### src/rtl/mod_check_pkg.sv
// Shared types, default parameters and the residue step for the modulo-check scheduler.
package mod_check_pkg;

   localparam int DEF_NREQ  = 4;
   localparam int DEF_WIDTH = 8;
   localparam int DEF_DIV   = 5;

   typedef enum logic [1:0] {
      IDLE  = 2'd0,
      SHIFT = 2'd1,
      DONE  = 2'd2
   } state_t;

   // One MSB-first step: r' = 2r + b, folded back into [0, div-1] with a single subtraction.
   function automatic int unsigned residue_step(input int unsigned r, input logic b,
                                                input int unsigned div);
      int unsigned t;
      t = (r << 1) + {31'd0, b};
      if (t >= div) begin
         return t - div;
      end else begin
         return t;
      end
   endfunction

endpackage

### src/rtl/mod_residue_serial.sv
// Bit-serial modulo-DIV residue engine: one input bit per step, single RW-bit register.
module mod_residue_serial
   import mod_check_pkg::*;
#(
   parameter  int DIV = DEF_DIV,
   localparam int RW  = $clog2(DIV)
) (
   input  logic          clk,
   input  logic          reset,
   input  logic          clear,
   input  logic          step,
   input  logic          bit_in,
   output logic [RW-1:0] residue
);

   logic [RW-1:0] residue_r;

   // Residue register: clear wins over step so a new word always starts from 0.
   always_ff @(posedge clk or posedge reset) begin
      if (reset) begin
         residue_r <= '0;
      end else if (clear) begin
         residue_r <= '0;
      end else if (step) begin
         residue_r <= RW'(residue_step({{(32-RW){1'b0}}, residue_r}, bit_in, DIV));
      end else begin
         residue_r <= residue_r;
      end
   end

   assign residue = residue_r;

endmodule

### src/rtl/mod_check_scheduler.sv
// Round-robin scheduler sharing one serial modulo-DIV engine among NREQ requesters.
// Optional port res_residue is enabled by defining MODCHK_RESIDUE_OUT_EN.
module mod_check_scheduler
   import mod_check_pkg::*;
#(
   parameter int NREQ  = DEF_NREQ,
   parameter int WIDTH = DEF_WIDTH,
   parameter int DIV   = DEF_DIV
) (
   input  logic                     clk,
   input  logic                     reset,
   input  logic [NREQ-1:0]          req_valid,
   input  logic [NREQ*WIDTH-1:0]    req_data,
   output logic [NREQ-1:0]          req_ready,
   output logic                     res_valid,
   input  logic                     res_ready,
   output logic [$clog2(NREQ)-1:0]  res_id,
   output logic                     res_div,
`ifdef MODCHK_RESIDUE_OUT_EN
   output logic [$clog2(DIV)-1:0]   res_residue,
`endif
   output logic                     busy
);

   localparam int IW = $clog2(NREQ);
   localparam int RW = $clog2(DIV);
   localparam int CW = (WIDTH > 1) ? $clog2(WIDTH) : 1;

   state_t           state_r;
   state_t           state_next_s;
   logic [IW-1:0]    ptr_r;
   logic [IW-1:0]    grant_idx_s;
   logic             grant_any_s;
   logic [WIDTH-1:0] sh_r;
   logic [CW-1:0]    cnt_r;
   logic [IW-1:0]    id_r;
   logic             div_r;
   logic             eng_clear_s;
   logic             eng_step_s;
   logic [RW-1:0]    eng_res_s;

   // Round-robin search: descending scan so the lowest offset from the pointer wins.
   always_comb begin
      grant_any_s = 1'b0;
      grant_idx_s = '0;
      for (int k = NREQ - 1; k >= 0; k--) begin
         int idx;
         idx = (int'(ptr_r) + k) % NREQ;
         grant_any_s = req_valid[IW'(idx)] ? 1'b1 : grant_any_s;
         grant_idx_s = req_valid[IW'(idx)] ? IW'(idx) : grant_idx_s;
      end
   end

   // Grant strobe is combinational in IDLE and suppressed while reset is held.
   always_comb begin
      req_ready = '0;
      if ((state_r == IDLE) && grant_any_s && !reset) begin
         req_ready[grant_idx_s] = 1'b1;
      end else begin
         req_ready = '0;
      end
   end

   // FSM next state and engine controls.
   always_comb begin
      state_next_s = state_r;
      eng_clear_s  = 1'b0;
      eng_step_s   = 1'b0;
      case (state_r)
         IDLE: begin
            if (grant_any_s) begin
               state_next_s = SHIFT;
               eng_clear_s  = 1'b1;
            end else begin
               state_next_s = IDLE;
            end
         end
         SHIFT: begin
            eng_step_s = 1'b1;
            if (cnt_r == '0) begin
               state_next_s = DONE;
            end else begin
               state_next_s = SHIFT;
            end
         end
         DONE: begin
            if (res_ready) begin
               state_next_s = IDLE;
            end else begin
               state_next_s = DONE;
            end
         end
         default: begin
            state_next_s = IDLE;
         end
      endcase
   end

   // FSM state register.
   always_ff @(posedge clk or posedge reset) begin
      if (reset) begin
         state_r <= IDLE;
      end else begin
         state_r <= state_next_s;
      end
   end

   // Word capture, shifting, bit counter, pointer advance and result registers.
   always_ff @(posedge clk or posedge reset) begin
      if (reset) begin
         ptr_r <= '0;
         sh_r  <= '0;
         cnt_r <= '0;
         id_r  <= '0;
         div_r <= 1'b0;
      end else if ((state_r == IDLE) && grant_any_s) begin
         ptr_r <= IW'((int'(grant_idx_s) + 1) % NREQ);
         sh_r  <= req_data[int'(grant_idx_s)*WIDTH +: WIDTH];
         cnt_r <= CW'(WIDTH - 1);
         id_r  <= grant_idx_s;
      end else if (state_r == SHIFT) begin
         sh_r <= sh_r << 1;
         if (cnt_r == '0) begin
            // The engine register lands on the same edge; derive res_div from the same step.
            div_r <= (residue_step({{(32-RW){1'b0}}, eng_res_s}, sh_r[WIDTH-1], DIV) == 32'd0);
         end else begin
            cnt_r <= cnt_r - 1'b1;
         end
      end else begin
         ptr_r <= ptr_r;
      end
   end

   mod_residue_serial #(.DIV(DIV)) u_engine (
      .clk     (clk),
      .reset   (reset),
      .clear   (eng_clear_s),
      .step    (eng_step_s),
      .bit_in  (sh_r[WIDTH-1]),
      .residue (eng_res_s)
   );

   assign res_valid = (state_r == DONE);
   assign busy      = (state_r != IDLE);
   assign res_id    = id_r;
   assign res_div   = div_r;
`ifdef MODCHK_RESIDUE_OUT_EN
   assign res_residue = eng_res_s;
`endif

endmodule

### config.mk
export PLATFORM = sky130hd
export DESIGN_NAME = mod_check_scheduler
export DESIGN_NICKNAME = d
export VERILOG_FILES = /design/src/rtl/mod_check_pkg.sv /design/src/rtl/mod_residue_serial.sv /design/src/rtl/mod_check_scheduler.sv
export SDC_FILE = /design/constraint.sdc
export NUM_CORES = 1
export LEC_CHECK = 0
export CAP_MARGIN = 20
export CORE_UTILIZATION = 49
export DETAILED_ROUTE_END_ITERATION = 8
export PLACE_DENSITY = 0.85
export SYNTH_ARGS = -nofsm -noshare
export SYNTH_HDL_FRONTEND = slang
export SYNTH_SLANG_ARGS = --single-unit
### constraint.sdc
create_clock -name clk -period 2.5 [get_ports clk]
set_input_delay 0.5 -clock clk [delete_from_list [all_inputs] [get_ports clk]]
set_output_delay 0.5 -clock clk [all_outputs]
set_load 0.01 [all_outputs]
* Word level (Yosys, flattened, before mapping)
Index checks and enable logic that the tools add are counted.
** Word-level totals
- Word-level logic and storage cells :: 79
- Bits of input ports :: 39
- Bits in registers :: 21
** Operators by class
- Shift operators :: 1
- Reductions and logical operators :: 12
- Bitwise logic cells :: 1
- Add/sub/neg operators :: 7
- $lt $le $gt $ge :: 7
- Eq/ne operators :: 3
- Muxes and demuxes :: 41
** Operators with widths (count)
- 32-bit two-way mux :: 4
- 32-bit by 3-bit >= comparator with 1-bit output (second input constant) :: 1
- 32-bit zero test :: 1
- 32-bit by 6-bit variable part select with 8-bit output :: 1
- 32-bit by 3-bit subtractor with 32-bit output (second input constant) :: 1
- 1-bit two-way mux :: 17
- 2-bit by 4-bit < comparator with 1-bit output (second input constant) :: 4
- 8-bit two-way mux :: 2
- 3-bit two-way mux :: 5
- 2-bit two-way mux :: 6
- 1-bit binary-select mux with 2-bit select :: 4
- 2-bit case mux with 3 select lines :: 1
- 2-bit nonzero test :: 3
- 4-bit by 1-bit adder with 5-bit output :: 1
- 2-bit by 1-bit adder with 2-bit output (second input constant) :: 2
- 2-bit adder (second input constant) :: 2
- 4-bit two-way mux :: 1
- 1-bit logical AND :: 3
- 3-bit zero test :: 1
- 2-bit by 3-bit < comparator with 1-bit output (second input constant) :: 1
- 3-bit AND reduction :: 1
- 3-bit by 1-bit subtractor with 3-bit output (second input constant) :: 1
- 1-bit demux with 2-bit select :: 1
- 2-bit by 1-bit == test with 1-bit output (second input constant) :: 1
- 7 further kinds :: 7

* Longest topological paths before layout
- Depth after elaboration :: 13
- Depth in mapped cells :: 7
- Mapped depth without buffers :: 7

* Hierarchy
From an unflattened synthesis, not the netlist that was laid out.
** Unflattened totals
- Cell total of the unflattened synthesis :: 155
- Area, all modules :: 1438.9 µm²
** Modules (own cells, without submodules)
- mod_check_scheduler :: times used 1, area an instance 1226.2 µm², cells an instance 130
- mod_residue_serial :: times used 1, area an instance 212.7 µm², cells an instance 25

* Worst setup path before layout
Ideal clock, no wire load.
- Path kind :: input -> output
- From :: in req_valid[0]
- To :: out req_ready[1]
- Stages on the path :: 7
- Buffers on the path :: 1
- Path slack :: 510 ps
- Required time :: 2000 ps
- Arrival :: 1490 ps
- Path through :: inv_1 > o22ai_1 > a211o_2 > buf_2 > inv_1 > ha_1 > and2_1
** On the way
- Cells in the longest elaborated chain, start to end :: 12
- Elaborated cells on any way between the ends :: 28
** Ends and longest elaborated chain
- start: declaration :: RTL line mod_check_scheduler.sv:12 : input logic [NREQ-1:0] req_valid,
- 1-bit binary-select mux with 2-bit select :: RTL line mod_check_scheduler.sv:50 : grant_idx_s = req_valid[IW'(idx)] ? IW'(idx) : grant_idx_s;
- 1-bit two-way mux (implied by the code) (2 in series) :: RTL line mod_check_scheduler.sv:50
- 2-bit two-way mux (3 in series) :: RTL line mod_check_scheduler.sv:50
- 2-bit two-way mux * :: RTL line mod_check_scheduler.sv:50
- net grant_idx_s[0] :: RTL line mod_check_scheduler.sv:32 : logic [IW-1:0] grant_idx_s;
- 2-bit by 3-bit < comparator with 1-bit output (implied by the code) or 2-bit by 1-bit >= comparator with 1-bit output (tied branches) :: RTL line mod_check_scheduler.sv:58 : req_ready[grant_idx_s] = 1'b1;
- 1-bit logical AND (implied by the code) :: RTL line mod_check_scheduler.sv:58
- 1-bit two-way mux (implied by the code) :: RTL line mod_check_scheduler.sv:58
- 1-bit demux with 2-bit select * :: RTL line mod_check_scheduler.sv:58
- 4-bit two-way mux * :: RTL line mod_check_scheduler.sv:57 : if ((state_r == IDLE) && grant_any_s && !reset) begin
- end: declaration :: RTL line mod_check_scheduler.sv:14 : output logic [NREQ-1:0] req_ready,
Mark *: on every way through the listed nets, which the timed path passes. The rest lies on a longest branch. The select of a mux whose other input is x is not followed.

* Worst setup path after layout
- From :: in req_valid[1]
- To :: out req_ready[1]
** On the way
- Cells in the longest elaborated chain, start to end :: 12
- Elaborated cells on any way between the ends :: 28
** Ends and longest elaborated chain (RTL line)
- 1-bit binary-select mux with 2-bit select :: mod_check_scheduler.sv:49, mod_check_scheduler.sv:50
- 1-bit two-way mux (implied by the code) (2 in series) :: mod_check_scheduler.sv:49, mod_check_scheduler.sv:50
- 2-bit two-way mux (4 in series) :: mod_check_scheduler.sv:50
- 2-bit by 3-bit < comparator with 1-bit output (implied by the code) or 2-bit by 1-bit >= comparator with 1-bit output (tied branches) :: mod_check_scheduler.sv:58
- 1-bit logical AND (implied by the code) :: mod_check_scheduler.sv:58
- 1-bit two-way mux (implied by the code) :: mod_check_scheduler.sv:58
- 1-bit demux with 2-bit select :: mod_check_scheduler.sv:58
- 4-bit two-way mux * :: mod_check_scheduler.sv:57
Mark *: on every way between the ends. The rest lies on a longest branch, timed or not. The select of a mux whose other input is x is not followed.

==> impl_metrics.prom <==
# TYPE chip_impl_metric gauge
chip_impl_info{name="status",value="finished, final reports clean"} 1
chip_impl_metric{name="viasPerCell",unit=""} 5.61
chip_impl_metric{name="synthesis.instances",unit=""} 149
chip_impl_metric{name="globalRouteTotalUtil",unit=""} 0.226
chip_impl_metric{name="placeableCoreArea",unit="sq mm"} 0.00278
chip_impl_metric{name="die-area",unit="sq mm"} 0.00319
chip_impl_metric{name="postLayoutSetupSlackWorst",unit="ns"} 0.0352
chip_impl_metric{name="wl",unit="microns"} 3240
chip_impl_metric{name="hold_violations",unit=""} 0
chip_impl_info{name="cp-startpoint",value="req_valid[1]"} 1
chip_impl_metric{name="htree_levels",unit=""} 1
chip_impl_info{name="synth.top_cells.by_count",value="21 x sky130_fd_sc_hd__dfrtp_1, 17 x sky130_fd_sc_hd__mux2i_1, 12 x sky130_fd_sc_hd__inv_1"} 1
chip_impl_metric{name="worstSkewPairLatency",unit="ns"} 0.30
chip_impl_info{name="path_common_cell",value="sky130_fd_sc_hd__dlygate4sd2_1"} 1
chip_impl_metric{name="share_of_layout_cells_above_drive_strength_1",unit=""} 0.141
chip_impl_info{name="critical-path-top-delay-family",value="simple AND/OR/NAND/NOR gates"} 1
chip_impl_metric{name="routabilityCongestion",unit=""} 0.843
chip_impl_info{name="critical_path.cell_chain",value="dlygate4sd2_1, a21oi_2, nor3b_1, or3_4, ha_1, and2_1, dlygate4sd2_1"} 1
chip_impl_metric{name="synth_enable_flop_cells",unit=""} 0
chip_impl_metric{name="post_layout_instance_area",unit="sq mm"} 0.00200
chip_impl_metric{name="holdBufCountCts",unit=""} 0
chip_impl_metric{name="max-vdd-ir-drop",unit="uV"} 716
chip_impl_metric{name="worst-endpoint-required",unit="ns"} 2.00
chip_impl_metric{name="power-per-cell-area",unit="mW/mm^2"} 974
chip_impl_info{name="tritoncts_clock_tree",value="done"} 1
chip_impl_metric{name="count_of_endpoints_failing_setup_in_the_final_report",unit=""} 0
chip_impl_metric{name="path_max_fanout",unit=""} 4
chip_impl_metric{name="final_min_period_over_clock_period",unit=""} 0.986
chip_impl_metric{name="preCtsSetupSlack",unit="ns"} -0.476
chip_impl_metric{name="chipWidth",unit="microns"} 56.4
chip_impl_info{name="crit-reg2reg-launch",value="ptr_r[1]"} 1
chip_impl_info{name="worstHoldPathType",value="reg -> reg"} 1
chip_impl_info{name="critPathCapture",value="req_ready[1]"} 1
chip_impl_info{name="clock-root-buffer",value="sky130_fd_sc_hd__clkbuf_4"} 1
chip_impl_metric{name="synth.distinct_cells",unit=""} 34
chip_impl_info{name="setup.worst_path.start_class",value="input pin"} 1
chip_impl_metric{name="start_util",unit=""} 0.522
chip_impl_metric{name="post_dp_cell_area",unit="sq mm"} 0.00197
chip_impl_metric{name="ys_async_sr_fraction",unit=""} 1.00
chip_impl_metric{name="ctsLongestPathBuffers",unit=""} 2
chip_impl_metric{name="area.growth.synth_to_final",unit="%"} 37.8
chip_impl_metric{name="cts.sinks",unit=""} 21
chip_impl_metric{name="finalCoreUtilization",unit=""} 0.720
chip_impl_metric{name="drt_iter0_markers",unit=""} 46
chip_impl_metric{name="design.final.nets",unit=""} 247
chip_impl_metric{name="pin_count",unit=""} 48
chip_impl_info{name="critPathKind",value="in -> out"} 1
chip_impl_metric{name="drc_markers",unit=""} 0
chip_impl_metric{name="io_buffers",unit=""} 47
chip_impl_info{name="synth.largest_area_cell",value="sky130_fd_sc_hd__dfrtp_1"} 1
chip_impl_info{name="critical-path-slowest-cell",value="sky130_fd_sc_hd__or3_4"} 1
chip_impl_metric{name="die_height",unit="microns"} 56.4
chip_impl_metric{name="detailed_place_hpwl",unit="microns"} 2530
chip_impl_metric{name="synthesis.nets",unit=""} 196
chip_impl_metric{name="antennaDiodeCount",unit=""} 0
chip_impl_metric{name="p_leak",unit="uW"} 0.000942
chip_impl_metric{name="grt_overflow",unit=""} 0
chip_impl_metric{name="final_tns_setup",unit="ns"} 0
chip_impl_metric{name="netlist_area",unit="sq mm"} 0.00145
chip_impl_metric{name="cp_data_arrival_time",unit="ns"} 1.96
chip_impl_metric{name="worstMarginPinSlew",unit="ns"} 0.768
chip_impl_metric{name="post_route_worst_hold_slack",unit="ns"} 0.488
chip_impl_metric{name="drt-wirelength-per-cell",unit="microns"} 14.1
chip_impl_metric{name="grt_first_pass_wirelength",unit="microns"} 5800
chip_impl_metric{name="grt_start_max_net_pins",unit=""} 23
chip_impl_info{name="setup.worst_path.end_class",value="output port"} 1
chip_impl_info{name="synth_most_common_cell",value="sky130_fd_sc_hd__dfrtp_1"} 1
chip_impl_metric{name="synth_top_area_share",unit=""} 0.362
chip_impl_metric{name="clkTransAtPathRegs",unit="ns"} 0.12
chip_impl_metric{name="maxCapViolCount",unit=""} 0
chip_impl_metric{name="critical_path_buf_inv_count",unit=""} 2
chip_impl_metric{name="finalClockSkew",unit="ns"} 0.00412
chip_impl_metric{name="max-slew-margin-rel",unit=""} 0.487
chip_impl_metric{name="post_detailed_route_count_of_antenna_violating_nets",unit=""} 0
chip_impl_metric{name="via_count_of_the_first_global_routing_pass",unit=""} 1365
chip_impl_metric{name="firstDrtPassIters",unit=""} 4
chip_impl_metric{name="ys_seq_area_frac",unit=""} 0.362
chip_impl_metric{name="final-max-slew-violation-count",unit=""} 0
chip_impl_metric{name="reg2regPathDepth",unit=""} 6
chip_impl_metric{name="mean_instance_size_in_the_synthesized_netlist",unit="sq um"} 9.75
chip_impl_metric{name="timing.critical_path.depth",unit=""} 7
chip_impl_metric{name="ys_seq_elements",unit=""} 21
chip_impl_metric{name="maxClockFrequency",unit="MHz"} 406
chip_impl_metric{name="yosysWarningCount",unit=""} 0
chip_impl_metric{name="detailroute.via_count",unit=""} 1291
chip_impl_info{name="postSynth.topFlopCell",value="sky130_fd_sc_hd__dfrtp_1"} 1
chip_impl_metric{name="slowest_delay",unit="ns"} 0.40
chip_impl_metric{name="antenna_found_initial",unit=""} 0
chip_impl_info{name="synth_top_cells_by_area",value="sky130_fd_sc_hd__dfrtp_1 36%, sky130_fd_sc_hd__mux2i_1 12%, sky130_fd_sc_hd__o221ai_2 8.3%"} 1
chip_impl_info{name="reg2reg_to",value="sh_r[5]"} 1
chip_impl_metric{name="row_count",unit=""} 19
chip_impl_metric{name="holdPathStages",unit=""} 2
chip_impl_metric{name="regToRegSetupSlack",unit="ns"} 0.56
chip_impl_metric{name="period_minus_slack",unit="ns"} 2.46
chip_impl_metric{name="cts_buffers",unit=""} 3
## worst min path at each step
stage | startpoint | endpoint | slack (ns)
floorplan | sh_r[1] | sh_r[2] | 0.46
global placement | res_id[1] | res_id[1] | 0.46
detailed placement | res_id[1] | res_id[1] | 0.46
CTS | res_id[1] | res_id[1] | 0.49
global route | res_id[1] | res_id[1] | 0.50
finish | res_id[1] | res_id[1] | 0.49
## layer usage
metal	up-vias	GRT usage	wire [microns]
met5	-	0	0
met4	0	0.0662	37
met3	4	0.0276	109
met2	38	0.392	1660
met1	618	0.294	1440
li1	631	-	-
## report_power, final
group	internal (uW)	switching (uW)	total, uW
Clock	59.6	102	161
Combinational	588	593	1180
Sequential	499	108	607
## layout make-up
cell class | instances | area [sq um]
multi-input combinational | 108 | 846
fill | 223 | 779
sequential | 21 | 526
timing repair buffer | 54 | 519
inverter | 12 | 45.0
tap | 31 | 38.8
clock buffer | 3 | 22.5
clock inverter | 1 | 5.00
## tightest hold or removal path, delay by kind of cell, from the launching register on
kind             cells  cell delay [ns]
and+or+nand+nor      2             0.10
DFF                  1             0.36
## cells by family after synthesis
group / count (synthesis) / share of synthesized area
compound gates: 34 / 0.196
buf+inv: 20 / 0.0603
mux: 19 / 0.133
fa+ha+maj: 8 / 0.0689
flops: 21 / 0.362
xor+xnor: 2 / 0.0121
simple gates: 45 / 0.169
## through the flow
step           cells  total power [uW]
2_1_floorplan    149              1430
3_5_place_dp     224              1770
5_1_grt          230              2140
6_report         230              1950
4_1_cts          229              1950
3_3_place_gp     224              1720
## state kept, by name, summed over array words and instances (netlist names)
| signal | flops |
|---|---|
| res_div | 1 |
| state_r | 2 |
| cnt_r | 3 |
| res_id | 2 |
| sh_r | 8 |
| u_engine.residue | 3 |
| ptr_r | 2 |
## placed cells by master (no fill, tap or decap), types with 2 or more instances in the layout
cell	n
sky130_fd_sc_hd__or2_1	2
sky130_fd_sc_hd__nor2_1	4
sky130_fd_sc_hd__xnor2_1	2
sky130_fd_sc_hd__a21oi_1	11
sky130_fd_sc_hd__mux2i_1	17
sky130_fd_sc_hd__clkdlybuf4s50_1	39
sky130_fd_sc_hd__nand2_1	10
sky130_fd_sc_hd__and3_1	6
sky130_fd_sc_hd__clkbuf_4	3
sky130_fd_sc_hd__nor2b_1	3
sky130_fd_sc_hd__nand3_1	4
sky130_fd_sc_hd__nor3_1	3
sky130_fd_sc_hd__and2_1	5
sky130_fd_sc_hd__dfrtp_1	21
sky130_fd_sc_hd__nand2b_1	5
sky130_fd_sc_hd__o221ai_2	8
sky130_fd_sc_hd__buf_4	6
sky130_fd_sc_hd__dlygate4sd2_1	5
sky130_fd_sc_hd__mux2_2	2
sky130_fd_sc_hd__o21ai_0	5
sky130_fd_sc_hd__inv_1	12
sky130_fd_sc_hd__clkbuf_2	2
sky130_fd_sc_hd__ha_1	8
## what timing repair did
action | in CTS | in global routing
pin swaps | 2 | 0
setup buffers | 1 | 1
gates resized for setup | 10 | 4
setup endpoints to repair | 4 | 4
Note: power is estimated with default switching activity, not from simulation.
